### src/rtl/demux_buf.sv
// One-input, two-output demultiplexer with a one-entry skid register per output.
// A per-output counter tracks completed output transfers and wraps silently.
module demux_buf #(
  parameter int WIDTH = 64,
  parameter int CNT_W = 16
) (
  input  logic             clk,
  input  logic             rst,
  input  logic [WIDTH-1:0] in,
  input  logic             in_valid,
  input  logic             sig,
  output logic             in_ready,
  output logic [WIDTH-1:0] out_0,
  output logic             out_0_valid,
  input  logic             out_0_ready,
  output logic [WIDTH-1:0] out_1,
  output logic             out_1_valid,
  input  logic             out_1_ready,
  output logic [CNT_W-1:0] cnt_0,
  output logic [CNT_W-1:0] cnt_1
);

  typedef enum logic {
    EMPTY = 1'b0,
    FULL  = 1'b1
  } bufState_t;

  bufState_t        r_state0;
  bufState_t        r_state1;
  bufState_t        w_next0;
  bufState_t        w_next1;
  logic [WIDTH-1:0] r_data0;
  logic [WIDTH-1:0] r_data1;
  logic [CNT_W-1:0] r_cnt0;
  logic [CNT_W-1:0] r_cnt1;

  logic w_drain0;
  logic w_drain1;
  logic w_room0;
  logic w_room1;
  logic w_load0;
  logic w_load1;

  assign w_drain0 = (r_state0 == FULL) && out_0_ready;
  assign w_drain1 = (r_state1 == FULL) && out_1_ready;

  // A slot can take a word if it is empty or is being emptied on this same edge.
  assign w_room0  = (r_state0 == EMPTY) || w_drain0;
  assign w_room1  = (r_state1 == EMPTY) || w_drain1;

  assign in_ready = sig ? w_room1 : w_room0;

  // Loads are gated by in_valid first so an unknown sig cannot leak into state.
  assign w_load0  = in_valid && !sig && w_room0;
  assign w_load1  = in_valid &&  sig && w_room1;

  always_comb begin
    w_next0 = r_state0;
    w_next1 = r_state1;
    if (w_load0) begin
      w_next0 = FULL;
    end else if (w_drain0) begin
      w_next0 = EMPTY;
    end
    if (w_load1) begin
      w_next1 = FULL;
    end else if (w_drain1) begin
      w_next1 = EMPTY;
    end
  end

  always_ff @(posedge clk) begin
    if (rst) begin
      r_state0 <= EMPTY;
      r_state1 <= EMPTY;
      r_data0  <= '0;
      r_data1  <= '0;
      r_cnt0   <= '0;
      r_cnt1   <= '0;
    end else begin
      r_state0 <= w_next0;
      r_state1 <= w_next1;
      if (w_load0) begin
        r_data0 <= in;
      end
      if (w_load1) begin
        r_data1 <= in;
      end
      if (w_drain0) begin
        r_cnt0 <= r_cnt0 + 1'b1;
      end
      if (w_drain1) begin
        r_cnt1 <= r_cnt1 + 1'b1;
      end
    end
  end

  assign out_0       = r_data0;
  assign out_1       = r_data1;
  assign out_0_valid = (r_state0 == FULL);
  assign out_1_valid = (r_state1 == FULL);
  assign cnt_0       = r_cnt0;
  assign cnt_1       = r_cnt1;

endmodule

### config.mk
export PLATFORM = sky130hd
export DESIGN_NAME = demux_buf
export DESIGN_NICKNAME = d
export VERILOG_FILES = /design/src/rtl/demux_buf.sv
export SDC_FILE = /design/constraint.sdc
export NUM_CORES = 1
export LEC_CHECK = 0
export ABC_AREA = 0
export CORE_MARGIN = 4
export CORE_UTILIZATION = 47
export DETAILED_ROUTE_END_ITERATION = 7
export PLACE_DENSITY = 0.82
export SLEW_MARGIN = 10
export SYNTH_ARGS = -nofsm -noshare
export SYNTH_HDL_FRONTEND = slang
export SYNTH_SLANG_ARGS = --single-unit
### constraint.sdc
create_clock -name clk -period 2.3 [get_ports clk]
set_input_delay 0.575 -clock clk [delete_from_list [all_inputs] [get_ports clk]]
set_output_delay 0.575 -clock clk [all_outputs]
set_load 0.02 [all_outputs]
==> results.md <==
- Site row count: 40
- Setup crit start kind: input pin
- Share of post-route cells with drive strength above 1: roughly 6.3%
- Yosys reg bits: 162
- Peak supply drop: approximately 0.41 mV
- Average cell area after synthesis: 8.07 um2
- Outcome: complete, no violations
- Synthesis Warnings: 0
- TritonRoute pass-1 iters: 7
- GRT Overall Usage: between 20% and 30%
- CORE AREA: between 10000 and 15000 um2
- Worst EP required: about 1.7 ns
- Fmax: around 0.47 GHz
- RSZ-0062 raised after global routing: false
- Inserted Diodes: 0
- TritonCTS clock tree: done
- First-pass GRT wire length: roughly 28000 um
- Wire length on met2: ~8400 um
- Max Cap Viol: 0
- End point of the critical path: in_ready
- Leak pwr: between 3 and 4 nW
- Non-Filler Instances: between 1000 and 1500
- Combinational Power Share: between 10% and 20%
- Die Span X: 120 um
- Fillers: 910
- Die area: roughly 14000 um2
- Boundary Pins: between 200 and 250
- Area growth, synth to finish: 54.3%
- Clk pwr share: a little over two fifths
- TritonCTS buffer count: 17
- Final Cycle Share: between 90 and 100%
- Worst setup EP type: output port
- Die height: 120 um
- Worst Path Arrival: ~1.6 ns
- Final setup fails: 0
- Total power: ~6.6 mW
- Most common cell after layout, fill and taps aside: nand2_1
- Total internal power: 5.08 mW
- Post-DRT Antenna Nets: 0
- Via/cell ratio: slightly above 5
- Residual DRC: 0
- Routability Congestion: approximately 0.78
- Initial antenna violation count: 0
- Via count: 5781
- Crit path kind: input pin to output port
- Initial core utilization: 48.5%
- # placed instances: 1107
- Sequential Power Share: roughly 45%
- Worst Tran Pin Value: ~0.38 ns
- Metal1 wirelength: about 7000 um
- Post-Syn Area: between 5000 and 6000 um2
- Reg2reg setup slack: 0.61 ns
- Psw: ~1.5 mW
- Worst-path clk slew: roughly 0.060 ns
- Setup bufs post-CTS: 0
- Port Buffers: approximately 230
- DP Wirelength: approximately 12000 um
- CP max FO: 2
- Register-to-Register Path Depth: 5
- WL met3: roughly 1400 um
- Launching point of the worst reg2reg path: cnt_1[0]
- Final hold vios: 0
- Worst r2r dst: cnt_1[14]
- Fin util: 74.8%
- Sequential element share of the synthesized area: between 50% and 60%
- CTS sink count: between 150 and 200
- Crit path time final: approximately 2.2 ns
- Largest net degree at the start of global routing: 60
- Post-Place Worst Slack: -0.281 ns
- Rel. slew slack: between 70% and 80%
- Syn nets: between 800 and 900
- Power per cell area: a little over 700 nW/um2
- Layout Nets: slightly above 1000
- Initial DRC Count: slightly above 400
- CP Launch Point: out_1_ready
- WL/cell: between 15 and 20 um
- Post-synthesis cell type with the largest combined area: dfxtp_1
- Max layer used: met4
- Max Slew Vio Count: 0
- Highest-count cells in the layout ignoring fill and taps: 269 x nand2_1, 230 x clkdlybuf4s50_1, 162 x dfxtp_1, 143 x a21oi_1, 22 x nor2_1
- Synth cell types: 35
- Clk_skew: ~0.0084 ns
- Final WL: between 15000 and 20000 um
- Worst skew pair latency: 0.42 ns
- H-tree lvl count: 4
- Number of global-route vias before repair: approximately 5500
- Worst setup margin: 0.150 ns
- Syn Inst Count: between 700 and 800
- Hold WC Path Type: flop to flop
- Synth top area cells: dfxtp_1 55%, nand2_1 17%, a21oi_1 12%, xor2_1 2.4%, clkbuf_1 1.4%
- Clk buf depth: 2
- Sw frac: between 20% and 30%
- Yosys top cell area share: approximately 55%
- GR Overflow Total: 0
- Root Buffer: clkbuf_16
## per-stage QoR
stage | hold slack [ns] | cell area (um2) | setup TNS [ns]
final | 0.451 | 9100 | 0
after global routing | 0.463 | 9100 | 0
after CTS | 0.453 | 9100 | 0
after detailed placement | 0.445 | 8520 | -0.313
after global placement | 0.441 | 8520 | -0.297
after floorplan | 0.533 | 5900 | 0
## layout make-up
class / count / area [um2] / area share, %
flip-flops and latches: 162 / 3240 / 35.6
repair buffers: 255 / 2600 / 28.6
multi-input cells: 520 / 2460 / 27.0
clock buffers: 23 / 478 / 5.25
well taps: 168 / 210 / 2.31
clock inverters: 6 / 105 / 1.15
inverters: 2 / 7.51 / 0.0825
## kinds of logic after synthesis
kind of cell / synth area share [%]
AO/OA/AOI/OAI: 13.2
buffers and inverters: 3.71
AND/OR/NAND/NOR: 24.7
flip-flops: 55.0
adder cells (fa/ha/maj): 0.424
XOR/XNOR: 2.97
## Yosys cell counts, drive strengths merged
cell type and count:
nand4 12, dfxtp 162, and2 2, o21ai 6, o31ai 3, nor3 2
and2b 1, xnor2 4, or4 3, nand3 12, o41ai 1, xor2 16
inv 2, ha 2, a21oi 143, nor2b 1, or4b 1, nor4 1
and3 3, nor2 23, and4 5, nand2 269, buf 24, or3 6
clkbuf 23, or2b 1, nand2b 3
## worst min path at each step
stage	start	to	slack (ns)	cells past startpoint
3_3_place_gp	out_1[41]	out_1[41]	0.44	2
5_1_grt	out_0[16]	out_0[16]	0.46	2
3_5_place_dp	out_0[48]	out_0[48]	0.45	2
4_1_cts	out_0[21]	out_0[21]	0.45	2
6_report	out_1[31]	out_1[31]	0.45	2
2_1_floorplan	out_0[35]	out_0[35]	0.53	2
## critical path, cell delays in order
cell and delay [ns]:
clkdlybuf4s50_1 0.46, and2b_2 0.22, a21oi_1 0.14, clkbuf_2 0.18
## power by group through the flow
stage,clock network (mW),logic [mW],registers [mW]
CTS,2.87,0.825,2.97
detailed placement,0,0.819,3.03
finish,2.82,0.820,2.97
global route,3.00,0.876,2.99
global placement,0,0.811,3.03
floorplan,0,0.226,3.16
## flip-flops by register name, indices dropped and copies added (netlist names)
name and count:
out_1_valid 1, cnt_1 16, out_0 64, out_0_valid 1, out_1 64, cnt_0 16
## repair_timing
| action | in CTS | in global routing |
|---|---|---|
| setup endpoints to repair | 1 | 1 |
| endpoints found under the hold margin | 0 | 0 |
| gates resized for setup | 2 | 1 |
| hold buffers | 0 | 0 |
## routing by layer
layer / up-vias / GRT usage [%]
li1: 2863 / -
met1: 2662 / 29.0
met2: 219 / 39.6
met3: 37 / 6.93
met4: 0 / 10.8
met5: - / 0
No activity file was read; power rests on OpenSTA's default activity.
